`src/rtl/ysyx_22050058_ifu_if.sv`:
```
// Fetch-unit bus: instruction ROM port, decode handshake and control inputs.
// master = fetch unit, slave = surrounding core/ROM.
interface ysyx_22050058_ifu_if;
  logic        rom_ce_o;
  logic [63:0] rom_addr_o;
  logic [31:0] rom_inst_i;
  logic        id_valid_o;
  logic        id_ready_i;
  logic [63:0] id_pc_o;
  logic [31:0] id_inst_o;
  logic        redirect_i;
  logic [63:0] redirect_pc_i;
  logic        halt_i;
  logic        halted_o;

  modport master (
    output rom_ce_o, rom_addr_o, id_valid_o, id_pc_o, id_inst_o, halted_o,
    input  rom_inst_i, id_ready_i, redirect_i, redirect_pc_i, halt_i
  );
  modport slave (
    input  rom_ce_o, rom_addr_o, id_valid_o, id_pc_o, id_inst_o, halted_o,
    output rom_inst_i, id_ready_i, redirect_i, redirect_pc_i, halt_i
  );
endinterface

```
`src/rtl/ysyx_22050058_ifu.sv`:
```
// Instruction fetch unit: PC register, combinational ROM fetch, 2-entry fetch
// buffer toward decode, redirect flush and halt/drain handling.
module ysyx_22050058_ifu #(
  parameter logic [63:0] RESET_PC   = 64'h0000_0000_8000_0000,
  parameter int          FIFO_DEPTH = 2
) (
  input logic                      clk,
  input logic                      rst,
  ysyx_22050058_ifu_if.master      bus
);
  typedef enum logic [1:0] {BOOT, FETCH, HALT} state_t;

  state_t      state, state_nx;
  logic [63:0] pc;
  logic [1:0]  count;
  logic        wr_ptr, rd_ptr;
  logic [63:0] buf_pc   [FIFO_DEPTH];
  logic [31:0] buf_inst [FIFO_DEPTH];
  logic        ce, redir, valid, push, pop;

  assign ce    = (state == FETCH) && (count < 2'(FIFO_DEPTH));
  // Redirects are dead once halted; the PC must stay frozen.
  assign redir = bus.redirect_i && (state != HALT);
  assign valid = (count != 2'd0);
  assign push  = ce && !redir;
  assign pop   = valid && bus.id_ready_i && !redir;

  assign bus.rom_ce_o   = ce;
  assign bus.rom_addr_o = pc;
  assign bus.id_valid_o = valid;
  assign bus.id_pc_o    = valid ? buf_pc[rd_ptr]   : 64'd0;
  assign bus.id_inst_o  = valid ? buf_inst[rd_ptr] : 32'd0;
  assign bus.halted_o   = (state == HALT) && !valid;

  always_comb begin
    state_nx = state;
    case (state)
      BOOT:    state_nx = bus.halt_i ? HALT : FETCH;
      FETCH:   if (bus.halt_i) state_nx = HALT;
      default: state_nx = state;
    endcase
  end

  always_ff @(posedge clk or negedge rst) begin
    if (!rst) state <= BOOT;
    else      state <= state_nx;
  end

  always_ff @(posedge clk or negedge rst) begin
    if (!rst) begin
      pc     <= RESET_PC;
      count  <= 2'd0;
      wr_ptr <= 1'b0;
      rd_ptr <= 1'b0;
    end else if (redir) begin
      pc     <= {bus.redirect_pc_i[63:2], 2'b00};
      count  <= 2'd0;
      wr_ptr <= 1'b0;
      rd_ptr <= 1'b0;
    end else begin
      if (push) begin
        pc     <= pc + 64'd4;
        wr_ptr <= ~wr_ptr;
      end
      if (pop) rd_ptr <= ~rd_ptr;
      count <= count + {1'b0, push} - {1'b0, pop};
    end
  end

  // Storage needs no reset: head outputs are gated by count.
  always_ff @(posedge clk) begin
    if (push) begin
      buf_pc[wr_ptr]   <= pc;
      buf_inst[wr_ptr] <= bus.rom_inst_i;
    end
  end
endmodule

```
`src/flat_wrapper.sv`:
```
// flat-port wrapper written by rule: the top's interface ports become plain ports
module ysyx_22050058_ifu_flat 
#(
  parameter logic [63:0] RESET_PC   = 64'h0000_0000_8000_0000,
  parameter int          FIFO_DEPTH = 2
)
  (clk, rst, bus_rom_ce_o, bus_rom_addr_o, bus_id_valid_o, bus_id_pc_o, bus_id_inst_o, bus_halted_o, bus_rom_inst_i, bus_id_ready_i, bus_redirect_i, bus_redirect_pc_i, bus_halt_i);
  ysyx_22050058_ifu_if bus_i ();
  input logic clk;
  input logic rst;
  output wire logic [$bits(bus_i.rom_ce_o)-1:0] bus_rom_ce_o;
  output wire logic [$bits(bus_i.rom_addr_o)-1:0] bus_rom_addr_o;
  output wire logic [$bits(bus_i.id_valid_o)-1:0] bus_id_valid_o;
  output wire logic [$bits(bus_i.id_pc_o)-1:0] bus_id_pc_o;
  output wire logic [$bits(bus_i.id_inst_o)-1:0] bus_id_inst_o;
  output wire logic [$bits(bus_i.halted_o)-1:0] bus_halted_o;
  input wire logic [$bits(bus_i.rom_inst_i)-1:0] bus_rom_inst_i;
  input wire logic [$bits(bus_i.id_ready_i)-1:0] bus_id_ready_i;
  input wire logic [$bits(bus_i.redirect_i)-1:0] bus_redirect_i;
  input wire logic [$bits(bus_i.redirect_pc_i)-1:0] bus_redirect_pc_i;
  input wire logic [$bits(bus_i.halt_i)-1:0] bus_halt_i;
  assign bus_rom_ce_o = bus_i.rom_ce_o;
  assign bus_rom_addr_o = bus_i.rom_addr_o;
  assign bus_id_valid_o = bus_i.id_valid_o;
  assign bus_id_pc_o = bus_i.id_pc_o;
  assign bus_id_inst_o = bus_i.id_inst_o;
  assign bus_halted_o = bus_i.halted_o;
  assign bus_i.rom_inst_i = bus_rom_inst_i;
  assign bus_i.id_ready_i = bus_id_ready_i;
  assign bus_i.redirect_i = bus_redirect_i;
  assign bus_i.redirect_pc_i = bus_redirect_pc_i;
  assign bus_i.halt_i = bus_halt_i;
  ysyx_22050058_ifu #(.RESET_PC(RESET_PC), .FIFO_DEPTH(FIFO_DEPTH)) u_core (.clk(clk), .rst(rst), .bus(bus_i));
endmodule
```
`config.mk`:
```
export PLATFORM = sky130hd
export DESIGN_NAME = ysyx_22050058_ifu_flat
export DESIGN_NICKNAME = d
export VERILOG_FILES = /design/src/rtl/ysyx_22050058_ifu_if.sv /design/src/rtl/ysyx_22050058_ifu.sv /design/src/flat_wrapper.sv
export SDC_FILE = /design/constraint.sdc
export NUM_CORES = 1
export LEC_CHECK = 0
export BUFFER_PORTS_ARGS = -buffer_cell sky130_fd_sc_hd__buf_4
export CAP_MARGIN = 10
export CORE_MARGIN = 2
export CORE_UTILIZATION = 49
export CTS_CLUSTER_DIAMETER = 60
export CTS_CLUSTER_SIZE = 8
export DETAILED_ROUTE_END_ITERATION = 6
export PLACE_DENSITY_LB_ADDON = 0.25
export SYNTH_ARGS = -nofsm -noshare
export SYNTH_HDL_FRONTEND = slang
export SYNTH_SLANG_ARGS = --single-unit
```
`constraint.sdc`:
```
create_clock -name clk -period 6.4 [get_ports clk]
set_clock_uncertainty 0.1 [all_clocks]
set_input_delay 0.64 -clock clk [delete_from_list [all_inputs] [get_ports clk]]
set_output_delay 0.64 -clock clk [all_outputs]
set_load 0.02 [all_outputs]
```
==> results of run 1 <==
-- stage by stage --
step / std cells / power [mW] / setup WS [ns] / area [sq um]
6_report: 1452 / 5.56 / 1.56 / 14400
5_1_grt: 1452 / 5.81 / 1.32 / 14400
4_1_cts: 1452 / 5.62 / 1.58 / 14400
3_5_place_dp: 1382 / 3.75 / 1.61 / 13300
3_3_place_gp: 1382 / 3.73 / 1.69 / 13300
2_1_floorplan: 882 / 3.04 / 0.418 / 11100
-- area by class of cell --
cell class	count	area [sq um]
timing repair buffer	265	1990
sequential	256	7350
clock inverter	1	8.76
clock buffer	69	1130
inverter	9	33.8
fill	1733	8010
multi-input combinational	567	3550
tap	285	357
-- kinds of logic (layout without fill, tap and decap cells) --
logic type	Yosys count	count (layout)	synth area share, %
multiplexers	94	94	8.47
AO/OA/AOI/OAI	104	104	5.69
flip-flops	256	256	66.2
buffers and inverters	59	344	2.16
other	1	4	0.0338
adder cells (fa/ha/maj)	3	3	0.338
XOR/XNOR	40	40	3.15
AND/OR/NAND/NOR	322	322	14.0
-- placed cells by master, fill, tap and decap left out, types with 2 or more instances in the layout --
cell type / n
nand3_1: 24
a221o_1: 9
o21ai_0: 56
clkbuf_16: 41
mux2i_1: 94
and2_1: 9
nor4_2: 2
and4_1: 8
nor3_1: 12
dfrtp_1: 66
a32oi_1: 5
nand2_1: 73
xor2_1: 23
nor4_1: 8
ha_1: 3
conb_1: 4
nand4_1: 25
nor3b_1: 4
nor2_4: 2
or4_1: 2
clkbuf_1: 28
edfxtp_1: 188
nor2_1: 125
a22oi_1: 8
inv_1: 9
nand4b_1: 2
or2_2: 2
a31oi_1: 4
buf_4: 265
xnor2_1: 17
a21oi_1: 13
o21ai_1: 3
and3_1: 10
-- power by group through the flow --
stage | Clock, mW | Combinational, mW | Sequential, mW
2_1_floorplan | 0 | 0.860 | 2.18
3_3_place_gp | 0 | 1.53 | 2.21
3_5_place_dp | 0 | 1.54 | 2.21
4_1_cts | 1.89 | 1.54 | 2.18
5_1_grt | 1.96 | 1.64 | 2.20
6_report | 1.85 | 1.53 | 2.18
-- worst paths after layout --
kind | startpoint | slack, ns | end
worst max-delay path | u_core.count[1] | 1.56 | u_core.buf_pc[1][38]
worst min register to register | u_core.state[1] | 0.42 | u_core.state[1]
min in group clk | bus_rom_inst_i[30] | 0.23 | u_core.buf_inst[0][30]
max in group asynchronous | rst | 5.34 | u_core.rd_ptr
worst max register to register | u_core.count[1] | 1.56 | u_core.buf_pc[1][38]
worst min-delay path | rst | 0.15 | u_core.bus.rom_addr_o[49]
-- worst max-delay path: stages (launching register included) --
cell,delay (ns)
dfrtp_1,0.43
or3b_1,0.59
inv_1,0.53
nand2b_2,0.64
inv_1,0.70
and2_4,0.93
buf_4,0.47
-- routing by layer --
metal  track usage [%]  vias to the layer above
met1              31.0                     3862
met5                 0                        -
li1                  -                     3749
met3              6.30                       64
met4              7.80                        2
met2              36.0                      304
-- registers in the layout (all words and copies together) (netlist names) --
signal	flops
u_core.buf_pc	124
u_core.buf_inst	64
u_core.bus.rom_addr_o	62
u_core.count	2
u_core.state	2
u_core.rd_ptr	1
u_core.wr_ptr	1
==> results.md, run 1 <==
• 13.0 mm — routed wl met2
• 1241 — nets@finish
• 1 — initial antenna violation count
• 0 — Resized Gates After CTS
• finished, final reports clean — outcome
• clkbuf_16 — Clock Tree Root
• 188 — count of flip-flops with a built-in enable after synthesis
• 0 — number of setup violations in the final report
• 4.90 ns — Worst Path Arrival
• primary input to asynchronous set/reset pin — HP Class
• edfxtp_1 — most frequent cell after synthesis
• 257 — count of buffers from port buffering
• 11.9 mm — met1 wire length
• 64.3% — final core utilization
• 22.9% — All-Layer GR Usage
• 5 — drt pass-1 iters
• 0 — ant diodes
• 0 — pins over their slew limit
• 27.5% — combinational share of power
• 49.5% — Starting Density
• 155 um — width of the die
• 5.69 nW — LEAKAGE
• 23900 sq um — DIE AREA
• 0.50 ns — Skew-Pair Late Insertion Delay
• 0 — total of warnings raised by yosys
• 19.2 um — average wire per standard cell
• 155 um — Vert. Die Dim
• 43.1 mm — wire length of the first global-routing pass
• 0 — Post-CTS Hold Buffers
• 50.8% — top cell type's share of synthesized area
• 32.4% — switching share of total power
• no — RSZ-0062 raised after global routing
• edfxtp_1 (188), nor2_1 (128), mux2i_1 (94) — most used standard cells in the synthesized netlist
• 2.13 mm — routed length on met3
• 0 — Final Hold Fails
• flop — crit end category
• 5.50 — post-detailed-route via-to-cell ratio
• 3.76 mW — Cell Int Power
• 66.2% — sequential cell area fraction in the yosys report
• 28.5% — worst relative slew slack
• 33.3% — clock network fraction of design power
• 0.152 ns — post-route worst hold slack
• yes — TritonCTS clock tree
• flop — startpoint type of the worst setup path
• met5 — highest metal layer used by the detailed router
• 256 — clock sink count
• 207 MHz — highest clock rate
• 6.45 ns — required time at the endpoint of the critical path
• 6 — cell depth of the worst flop-to-flop path
• 0.288 mV — maximum ir drop on the vdd rail
• 72 — Max Fanout on Critical Path
• 81 — pin count of the biggest net entering global routing
• 0 — post-detailed-route DRC marker count
• 530 — initial DRC count
• 879 — gate count of the mapped netlist
• 55 — Core Rows
• 0.05 ns — clock transition at the registers of the reported paths
• 12.6 sq um — Syn Area/Cell
• 11100 sq um — total standard cell area after synthesis
• 7779 — via count of the first global-routing pass
• edfxtp_1 (51%), dfrtp_1 (15%), mux2i_1 (8.5%) — Area contributors post-synth
• 50 — Netlist cell types
• 75.6% — final worst path period share
• 39.2% — Reg power frac
• 0 — global route overflow
• edfxtp_1 — top cell type by total area after synthesis
• 0.835 — placer congestion estimate
• 3 — clock tree buffer depth
• 264 — IO Pins
• edfxtp_1 — ys flop type
• 1.07 ns — actual transition at the worst max-transition pin
• 4.84 ns — crit path time final
• 1.80 mW — switching component of the power
• 2 — H-tree depth reported by CTS
• 18.0 mm — detailed placement HPWL
• 0 — setup fix buffers added after clock tree synthesis
• 22400 sq um — core region area
• 38 — number of clock buffers inserted by TritonCTS
• flop to flop — kind of critical path
• 27.8 mm — total length of routed wires
• 256 — #FFs+latches synth
• 386 nW/um^2 — areal power density over the cells
• 0 — number of routed nets with antenna violations
• 0 ns — Total Neg Setup Slack
• 0 — max-cap violations
• 29.9% — area growth from synthesis to layout
• 27.8% — share of post-route cells with drive strength above 1
• 7981 — vias after detailed routing
• 26.6% — async set-reset flop share out of synthesis
Power figures use the tool's default switching activity.
==> inputs of run 2 (changes only) <==
--- a/config.mk
+++ b/config.mk
@@ -8,7 +8,7 @@
 export BUFFER_PORTS_ARGS = -buffer_cell sky130_fd_sc_hd__buf_4
 export CAP_MARGIN = 10
 export CORE_MARGIN = 2
-export CORE_UTILIZATION = 49
+export CORE_UTILIZATION = 54
 export CTS_CLUSTER_DIAMETER = 60
 export CTS_CLUSTER_SIZE = 8
 export DETAILED_ROUTE_END_ITERATION = 6
==> constraint.sdc (replaced) <==
create_clock -name clk -period 4.6 [get_ports clk]
set_clock_uncertainty 0.1 [all_clocks]
set_input_delay 0.46 -clock clk [delete_from_list [all_inputs] [get_ports clk]]
set_output_delay 0.46 -clock clk [all_outputs]
set_load 0.02 [all_outputs]
==> run 2 against run 1 <==
Against the previous run: the run now ends with hold timing left; first-iteration DRC count decreased by 1.1%; non-clock buffer count increased by 2; sequential share of layout area increased by 0.058 points; clock power increased by 35%; routed wire length increased by 0.25%; sequential cell count unchanged; power increased by 38%.
==> results.md, run 2 (synthesis gave the netlist of run 1 again) <==
• 1.11 ns — actual transition at the worst max-transition pin, was 1.07 ns
• 17.9 mm — detailed placement HPWL, was 18.0 mm
• 0 — initial antenna violation count, was 1
• primary input to asynchronous set/reset pin — HP Class, unchanged
• 29.7% — area growth from synthesis to layout, was 29.9%
• u_core.buf_pc — Biggest register, unchanged
• 25.7% — worst relative slew slack, was 28.5%
• 314 MHz — highest clock rate, was 207 MHz
• 19.4 um — average wire per standard cell, was 19.2 um
• 27 — Final Hold Fails, was 0
• 524 — initial DRC count, was 530
• buf_4 — most frequent standard cell in the layout excluding fill and tap cells, unchanged
• 54.9% — Starting Density, was 49.5%
• 27.8% — combinational share of power, was 27.5%
• 5.68 nW — LEAKAGE, was 5.69 nW
• 147 um — Vert. Die Dim, was 155 um
• flop to flop — kind of critical path, unchanged
• 0.358 mV — maximum ir drop on the vdd rail, was 0.288 mV
• yes — TritonCTS clock tree, unchanged
• 69.2% — final worst path period share, was 75.6%
• 92 — Max Fanout on Critical Path, was 72
• 27.9 mm — total length of routed wires, was 27.8 mm
• 0 — post-detailed-route DRC marker count, unchanged
• flop — startpoint type of the worst setup path, unchanged
• 8076 — vias after detailed routing, was 7981
• 21700 sq um — DIE AREA, was 23900 sq um
• 20200 sq um — core region area, was 22400 sq um
• 7350 sq um — flip-flop and latch area, unchanged
• 3550 sq um — total area of multi-input combinational cells, unchanged
• 7.68 mW — total power, was 5.56 mW
• 0 — pins over their slew limit, unchanged
• 25.4% — All-Layer GR Usage, was 22.9%
• 27.8% — share of post-route cells with drive strength above 1, unchanged
• 1437 — non-filler instance count after layout, was 1452
• 257 — count of buffers from port buffering, unchanged
• 0 — Post-CTS Hold Buffers, unchanged
• 0.50 ns — Skew-Pair Late Insertion Delay, about the same
• complete, but fails checks — outcome, was finished, final reports clean
• 4.63 ns — required time at the endpoint of the critical path, was 6.45 ns
• 1242 — nets@finish, was 1241
• 256 — clock sink count, unchanged
• 52 — Core Rows, was 55
• 1410 — Layout fillers, was 1733
• flop — crit end category, unchanged
• 0.60 ns — Worst path max stage delay, was 0.93 ns
• 3 — clock tree buffer depth, unchanged
• 0.05 ns — clock transition at the registers of the reported paths, about the same
• 2.50 mW — switching component of the power, was 1.80 mW
• 2 — H-tree depth reported by CTS, unchanged
• 1.42 ns — setup slack on the worst flop-to-flop path, was 1.56 ns
• 37 — number of clock buffers inserted by TritonCTS, was 38
• 32.6% — switching share of total power, was 32.4%
• 3.18 ns — crit path time final, was 4.84 ns
• hold timing — failing checks
• 5 — drt pass-1 iters, unchanged
• 32.5% — clock network fraction of design power, was 33.3%
• 0 — number of routed nets with antenna violations, unchanged
• 5.62 — post-detailed-route via-to-cell ratio, was 5.50
• 1369 — number of cells in the design after placement, was 1382
• 7985 — via count of the first global-routing pass, was 7779
• 533 nW/um^2 — areal power density over the cells, was 386 nW/um^2
• 0 — global route overflow, unchanged
• or3b_1 — standard cell with the maximum stage delay on the critical path, was and2_4
• 0 — ant diodes, unchanged
• 39.7% — Reg power frac, was 39.2%
• no — RSZ-0062 raised after global routing, unchanged
• 5.17 mW — Cell Int Power, was 3.76 mW
• 124 — max reg flops, unchanged
• 264 — IO Pins, unchanged
• 0.844 — placer congestion estimate, was 0.835
• 43.0 mm — wire length of the first global-routing pass, was 43.1 mm
• 0 ns — Total Neg Setup Slack, unchanged
• 0 — max-cap violations, unchanged
• 0 — setup fix buffers added after clock tree synthesis, unchanged
• clkbuf_16 — Clock Tree Root, unchanged
• -0.0141 ns — post-route worst hold slack, was 0.152 ns
• buf_4 (264), edfxtp_1 (188), nor2_1 (125) — commonest non-fill, non-tap cells in the layout, was buf_4 (265), edfxtp_1 (188), nor2_1 (125)
• 3.21 ns — Worst Path Arrival, was 4.90 ns
• 147 um — width of the die, was 155 um
• 0 — number of setup violations in the final report, unchanged
• 0 — Resized Gates After CTS, unchanged
• 95 — pin count of the biggest net entering global routing, was 81
• or3b_1, inv_1, nand2b_2, buf_4, nor2_4, buf_12 — ordered cell list for the critical path, was or3b_1, inv_1, nand2b_2, inv_1, and2_4, buf_4
==> run 2: cell types whose count changed in the layout (fill, tap and decap cells not counted), sizes merged <==
cell / previous run / this run
clkinv: 1 / 0
clkbuf: 69 / 67
buf: 265 / 267
inv: 9 / 10
==> run 2: through the flow <==
step	instance area, sq um	setup WS (ns)	utilization [%]	hold slack (ns)
detailed placement	13300	1.47	65.8	0.402
global route	14400	1.33	71.2	0.0328
floorplan	11100	0.214	-	0.0644
finish	14400	1.42	71.2	-0.0141
CTS	14400	1.42	71.2	0.0139
global placement	13300	1.50	65.8	0.393
==> run 2: critical path, delay by kind of cell (launching register included) <==
family / cells / cell delay (ns)
buffers and inverters: 3 / 1.26
DFF: 1 / 0.42
and+or+nand+nor: 3 / 0.92
==> run 2: worst paths after layout <==
check                                         from                   endpoint  depth (start not counted)
worst max-delay path               u_core.count[1]       u_core.buf_pc[0][51]                          6
worst min-delay path                           rst  u_core.bus.rom_addr_o[53]                          1
worst max register to register     u_core.count[1]       u_core.buf_pc[0][51]                          6
worst min register to register     u_core.state[1]            u_core.state[1]                          1
max in group asynchronous                      rst              u_core.rd_ptr                          1
min in group clk                bus_rom_inst_i[31]     u_core.buf_inst[1][31]                          1
==> run 2: final cells by class <==
class	count	area share, %
repair buffers	267	14.2
well taps	270	2.34
clock inverters	1	0.0608
multi-input cells	567	24.6
clock buffers	67	7.50
inverters	9	0.234
flip-flops and latches	256	51.0
==> run 2: per-layer routing <==
layer / GRT usage [%] / share of wire, % / vias up
li1: - / - / 3753
met1: 34.2 / 42 / 3886
met2: 39.3 / 46 / 361
met3: 6.54 / 8.5 / 76
met4: 11.6 / 3.9 / 0
met5: 0 / 0 / -
==> run 2: power by group through the flow <==
stage	registers [mW]	clock network, mW	logic, mW
floorplan	3.03	0	1.20
global placement	3.07	0	2.13
detailed placement	3.09	0	2.15
CTS	3.05	2.53	2.16
global route	3.08	2.64	2.28
finish	3.05	2.49	2.14
